File: config.mk
export PLATFORM = sky130hd
export DESIGN_NAME = fft_addr_sequencer
export DESIGN_NICKNAME = d
export VERILOG_FILES = /design/src/rtl/fft_pkg.sv /design/src/rtl/addr_delay_line.sv /design/src/rtl/fft_addr_sequencer.sv
export SDC_FILE = /design/constraint.sdc
export NUM_CORES = 1
export LEC_CHECK = 0
export ABC_CLOCK_PERIOD_IN_PS = 1600
export BUFFER_PORTS_ARGS = -buffer_cell sky130_fd_sc_hd__buf_4
export CELL_PAD_IN_SITES_DETAIL_PLACEMENT = 1
export CELL_PAD_IN_SITES_GLOBAL_PLACEMENT = 1
export CORE_ASPECT_RATIO = 1.2
export CORE_UTILIZATION = 30
export CTS_CLUSTER_DIAMETER = 120
export CTS_CLUSTER_SIZE = 10
export DETAILED_ROUTE_END_ITERATION = 8
export GPL_ROUTABILITY_DRIVEN = 0
export PLACE_DENSITY_LB_ADDON = 0.1
export SLEW_MARGIN = 20
export SYNTH_ARGS = -nofsm -noshare
export SYNTH_HDL_FRONTEND = slang
export SYNTH_SLANG_ARGS = --single-unit
File: constraint.sdc
create_clock -name clk -period 1.6 [get_ports clk]
set_input_delay 0.16 -clock clk [delete_from_list [all_inputs] [get_ports clk]]
set_output_delay 0.16 -clock clk [all_outputs]
set_load 0.03 [all_outputs]
File: src/rtl/fft_pkg.sv
// rtl/fft_pkg.sv - shared state encoding, width helpers and butterfly-span mask for the FFT sequencer
package fft_pkg;

  typedef enum logic [1:0] {
    IDLE  = 2'd0,
    RUN   = 2'd1,
    DRAIN = 2'd2,
    DONE  = 2'd3
  } fft_state_e;

  // Per-bank address width: four banks share the N points.
  function automatic int addr_width(input int log2n);
    return log2n - 2;
  endfunction

  // Twiddle index width covers N/2 twiddle factors.
  function automatic int tw_width(input int log2n);
    return log2n - 1;
  endfunction

  // Partner-address mask for a stage; later stages pair inside the same bank row.
  function automatic logic [9:0] stage_mask(input int addr_w, input int stage);
    logic [9:0] m;
    m = '0;
    if (stage < addr_w) m = 10'(1) << (addr_w - 1 - stage);
    return m;
  endfunction

endpackage

File: src/rtl/addr_delay_line.sv
// rtl/addr_delay_line.sv - WIDTH x LATENCY shift register with hold, aligns read-side data to write side
module addr_delay_line #(
  parameter int WIDTH   = 8,
  parameter int LATENCY = 3
) (
  input  logic             clk,
  input  logic             rst_n,
  input  logic             hold,
  input  logic [WIDTH-1:0] din,
  output logic [WIDTH-1:0] dout
);

  logic [WIDTH-1:0] taps [LATENCY];

  // Shift one tap per unheld cycle; reset discards everything in flight.
  always_ff @(posedge clk or negedge rst_n) begin
    if (!rst_n) begin
      for (int i = 0; i < LATENCY; i++) taps[i] <= '0;
    end else if (!hold) begin
      taps[0] <= din;
      for (int i = 1; i < LATENCY; i++) taps[i] <= taps[i-1];
    end
  end

  assign dout = taps[LATENCY-1];

endmodule

File: src/rtl/fft_addr_sequencer.sv
// rtl/fft_addr_sequencer.sv - stage FSM, bank read/write address and twiddle index generation for radix-2 FFT
module fft_addr_sequencer
  import fft_pkg::*;
#(
  parameter  int LOG2N      = 5,
  parameter  int BF_LATENCY = 3,
  localparam int ADDR_W     = addr_width(LOG2N),
  localparam int TW_W       = tw_width(LOG2N)
) (
  input  logic              clk,
  input  logic              rst_n,
  input  logic              start,
  input  logic              stall,
  output logic              busy,
  output logic              done,
  output logic [3:0]        stage_num,
  output logic              rd_en,
  output logic [ADDR_W-1:0] rd_addr0,
  output logic [ADDR_W-1:0] rd_addr1,
  output logic [ADDR_W-1:0] rd_addr2,
  output logic [ADDR_W-1:0] rd_addr3,
  output logic              wr_en,
  output logic [ADDR_W-1:0] wr_addr0,
  output logic [ADDR_W-1:0] wr_addr1,
  output logic [ADDR_W-1:0] wr_addr2,
  output logic [ADDR_W-1:0] wr_addr3,
  output logic [TW_W-1:0]   tw_idx
);

  localparam int DEPTH  = 1 << ADDR_W;
  localparam int LAT_W  = $clog2(BF_LATENCY + 1);
  localparam int CNT_W  = (ADDR_W > LAT_W) ? ADDR_W : LAT_W;
  localparam int PIPE_W = 1 + 4 * ADDR_W;

  localparam logic [CNT_W-1:0] CNT_RUN_LAST   = CNT_W'(DEPTH - 1);
  localparam logic [CNT_W-1:0] CNT_DRAIN_LAST = CNT_W'(BF_LATENCY - 1);
  localparam logic [3:0]       STAGE_LAST     = 4'(LOG2N - 1);

  fft_state_e        state, state_nx;
  logic [CNT_W-1:0]  cnt, cnt_nx;
  logic [3:0]        stage, stage_nx;
  logic              run_phase;
  logic [9:0]        mask_full;
  logic [ADDR_W-1:0] rd_mask;
  logic [ADDR_W-1:0] rd_base;
  logic [ADDR_W-1:0] rd_pair;
  logic [TW_W-1:0]   tw_base;
  logic [PIPE_W-1:0] pipe_in;
  logic [PIPE_W-1:0] pipe_out;

  // State, counter and stage registers; stall is folded into the next-state logic.
  always_ff @(posedge clk or negedge rst_n) begin
    if (!rst_n) begin
      state <= IDLE;
      cnt   <= '0;
      stage <= '0;
    end else begin
      state <= state_nx;
      cnt   <= cnt_nx;
      stage <= stage_nx;
    end
  end

  // Next-state: RUN walks the bank rows, DRAIN waits out the butterfly pipeline.
  always_comb begin
    state_nx = state;
    cnt_nx   = cnt;
    stage_nx = stage;
    if (!stall) begin
      unique case (state)
        IDLE: begin
          if (start) begin
            state_nx = RUN;
            cnt_nx   = '0;
            stage_nx = '0;
          end
        end
        RUN: begin
          if (cnt == CNT_RUN_LAST) begin
            state_nx = DRAIN;
            cnt_nx   = '0;
          end else begin
            cnt_nx = cnt + CNT_W'(1);
          end
        end
        DRAIN: begin
          if (cnt == CNT_DRAIN_LAST) begin
            cnt_nx = '0;
            if (stage == STAGE_LAST) begin
              state_nx = DONE;
            end else begin
              state_nx = RUN;
              stage_nx = stage + 4'd1;
            end
          end else begin
            cnt_nx = cnt + CNT_W'(1);
          end
        end
        DONE: state_nx = IDLE;
        default: state_nx = IDLE;
      endcase
    end
  end

  assign run_phase = (state == RUN);
  assign busy      = (state != IDLE);
  assign done      = (state == DONE);
  assign stage_num = stage;
  assign rd_en     = run_phase & ~stall;

  // Addresses follow the registered counter and stay put across a stall.
  assign mask_full = stage_mask(ADDR_W, int'(stage));
  assign rd_mask   = mask_full[ADDR_W-1:0];
  assign rd_base   = run_phase ? cnt[ADDR_W-1:0] : '0;
  assign rd_pair   = run_phase ? (cnt[ADDR_W-1:0] ^ rd_mask) : '0;
  assign tw_base   = TW_W'(rd_base);
  assign tw_idx    = tw_base << stage;

  assign rd_addr0 = rd_base;
  assign rd_addr1 = rd_base;
  assign rd_addr2 = rd_pair;
  assign rd_addr3 = rd_pair;

  assign pipe_in = {rd_en, rd_base, rd_base, rd_pair, rd_pair};

  addr_delay_line #(
    .WIDTH   (PIPE_W),
    .LATENCY (BF_LATENCY)
  ) u_wr_delay (
    .clk   (clk),
    .rst_n (rst_n),
    .hold  (stall),
    .din   (pipe_in),
    .dout  (pipe_out)
  );

  assign wr_en    = pipe_out[PIPE_W-1] & ~stall;
  assign wr_addr0 = pipe_out[4*ADDR_W-1 -: ADDR_W];
  assign wr_addr1 = pipe_out[3*ADDR_W-1 -: ADDR_W];
  assign wr_addr2 = pipe_out[2*ADDR_W-1 -: ADDR_W];
  assign wr_addr3 = pipe_out[ADDR_W-1 -: ADDR_W];

endmodule
==> metrics.txt <==
Psw 2.63 mW; Overflow after GRT 0; register share of total power 0.200; sequential fraction of the synthesis area 0.423; DP Area 2340 sq um; combinational fraction of design power 0.694; width of the die 72.2 um; startpoint types flip-flop; clock latency on the worst-skew pair 0.28 ns; Area growth syn-to-layout 65.1%; Ys Warns 0; vias in the first global route 1645; failing checks setup timing; pre-CTS setup slack -0.131 ns; kind of path behind the tightest hold check primary input to flip-flop; First DRT Iteration DRCs 39; final hold vios 0; Synth Register Bits 30; ant diodes 0; Die ar. 6220 sq um; Final Instance Area 2930 sq um; Vert. Die Dim 86.2 um; initial antenna violation count 0; WP data arrival 1.79 ns; Finish-stage setup viols 18; crit-path max FO 5; core area 5670 sq um; Total GRT Usage 0.172; detailed-route wire length 5070 um; Placed Cells 306; row cnt 30; DP HPWL 3520 um; Layout Nets 263; Antenna Nets Post-Route 0; clock network fraction of total power 0.106; Leak Pwr 1.35 nW; Tmin final 1.95 ns; Worst Slack Setup Final -0.355 ns; layout cells sized above 1 0.684; Max Clk Rate 512 MHz; final clock skew 0.00692 ns; vias per cell 4.66; post-synthesis net count 191; Slew Limit Fails 0; synth top area cells dfrtp_1 (42%), mux2_2 (8.9%), buf_4 (7.6%); Max Cap Viol 0; IO Pins 40; cell area after synthesis 1770 sq um; Worst-path clk slew 0.07 ns; WL/cell 15.4 um; CTS tree done; library cells used by synthesis 36; period utilization 1.22; power per cell area 2060 nW/um^2; CTS sink count 30; largest net degree at the start of global routing 31; RSZ-0062 raised after global routing yes; sw frac 0.437; Critical Setup Path Class flip-flop to primary output; Non-Filler Instances 330; post-synth top area share 0.423; crit path capture type primary output; status finished, violations left; TritonCTS Buffers 5; P_int 3.39 mW; global-route wire length before repair 8150 um; drt drc 0; Clock Root Buffer clkbuf_8; largest area contributor in the netlist dfrtp_1; DR pass1 iterations 4; WP data required 1.44 ns; worst-margin pin slew 0.400 ns; buffer depth of the longest clock path 2; commonest non-fill, non-tap cells in the layout buf_4 (62), dfrtp_1 (27), buf_6 (26), mux2_2 (14), nand2_1 (10); syn_area_per_cell 10.0 sq um; Mapped Cells 177; Worst slew margin 0.733; vias 1538; PortBufs 39; leading cell type in the layout, fill and taps excluded buf_4; worst vdd ir 0.000905 V; initial core utilization 0.313; H-tree levels 2; Fillers 620; total chip power 6.03 mW
[routing by layer]
metal  vias to the layer above  share of wire  global-route usage
met5                         -              0                   0
met4                         0          0.028              0.0731
met3                        12          0.031              0.0279
met2                        40           0.53               0.313
met1                       754           0.41               0.197
li1                        732              -                   -
[synthesized netlist by cell type]
library cell  instances
dfrtp_1              30
buf_4                18
mux2_2               14
nand2_1              13
o21ai_0              13
inv_1                12
ha_1                 10
nor2_1               10
nor2b_1               5
a21oi_1               4
clkbuf_1              4
nand2b_1              4
o21ai_1               4
and2_1                3
mux2i_1               3
nor3_1                3
xnor2_1               3
a2bb2oi_1             2
a31oi_1               2
nand3_1               2
nor4_1                2
nor4b_1               2
and3b_1               1
buf_2                 1
buf_6                 1
nand4b_1              1
nor3_2                1
nor3b_2               1
o2111a_1              1
o2111ai_1             1
o2111ai_2             1
o22ai_1               1
o311ai_0              1
o31ai_2               1
or2_1                 1
or3_4                 1
[critical path: stages (launching register included)]
cell	delay, ns
dfrtp_2	0.46
inv_4	0.08
ha_4	0.20
buf_4	0.15
nor3_4	0.22
xnor2_2	0.17
nor2_4	0.06
buf_4	0.17
[cell type report]
| cell class | instances | area [sq um] | share of cell area |
|---|---|---|---|
| clock inverter | 1 | 5.00 | 0.00171 |
| sequential | 30 | 754 | 0.258 |
| tap | 80 | 100 | 0.0342 |
| timing repair buffer | 89 | 768 | 0.263 |
| clock buffer | 7 | 86.3 | 0.0295 |
| inverter | 12 | 65.1 | 0.0222 |
| multi-input combinational | 111 | 1150 | 0.392 |
[cells by family (layout without fill, tap and decap cells)]
| logic type | Yosys count | in the layout | share of synthesized area |
|---|---|---|---|
| fa+ha+maj | 10 | 10 | 0.0706 |
| buf+inv | 36 | 109 | 0.119 |
| xor+xnor | 3 | 3 | 0.0148 |
| simple gates | 50 | 50 | 0.155 |
| mux | 17 | 17 | 0.106 |
| flops | 30 | 30 | 0.423 |
| compound gates | 31 | 31 | 0.112 |
[registers in the layout (all words and copies together), names as in the netlist]
register,count
cnt,3
u_wr_delay.dout,7
u_wr_delay.taps,14
stage_num,4
state,2
[power by group through the flow]
stage | Combinational [mW] | Clock, mW | Sequential (mW)
after global routing | 4.46 | 0.694 | 1.24
final | 4.18 | 0.640 | 1.20
after global placement | 2.92 | 0 | 1.20
after detailed placement | 3.00 | 0 | 1.21
after CTS | 3.66 | 0.659 | 1.20
after floorplan | 2.04 | 0 | 1.22
[timing repair]
action | CTS | global route
buffers inserted | 8 | 12
pin swaps | 14 | 12
endpoints found under the setup margin | 23 | 25
gates resized for setup | 51 | 45
endpoints found under the hold margin | 30 | 0
hold buffers | 1 | 0
[through the flow]
stage | util | hold slack [ns] | TNS [ns]
floorplan | - | -0.136 | -2.33
global placement | 0.413 | 0.111 | -0.231
detailed placement | 0.413 | 0.120 | -0.854
CTS | 0.482 | 0.133 | -3.19
global route | 0.516 | 0.206 | -4.82
finish | 0.516 | 0.174 | -3.33
[final timing paths]
check                                    start                  end  slack, ns  depth (start not counted)
max reg2reg                           state[0]         stage_num[3]      -0.15                          8
min in group asynchronous                rst_n  u_wr_delay.taps[29]       0.35                          2
max                               stage_num[0]          rd_addr3[2]      -0.35                          7
max in group asynchronous                rst_n         stage_num[2]       0.94                          2
min reg2reg                u_wr_delay.taps[36]  u_wr_delay.taps[36]       0.48                          2
min                                      start               cnt[1]       0.17                          3
(Power assumes the default switching activity.)
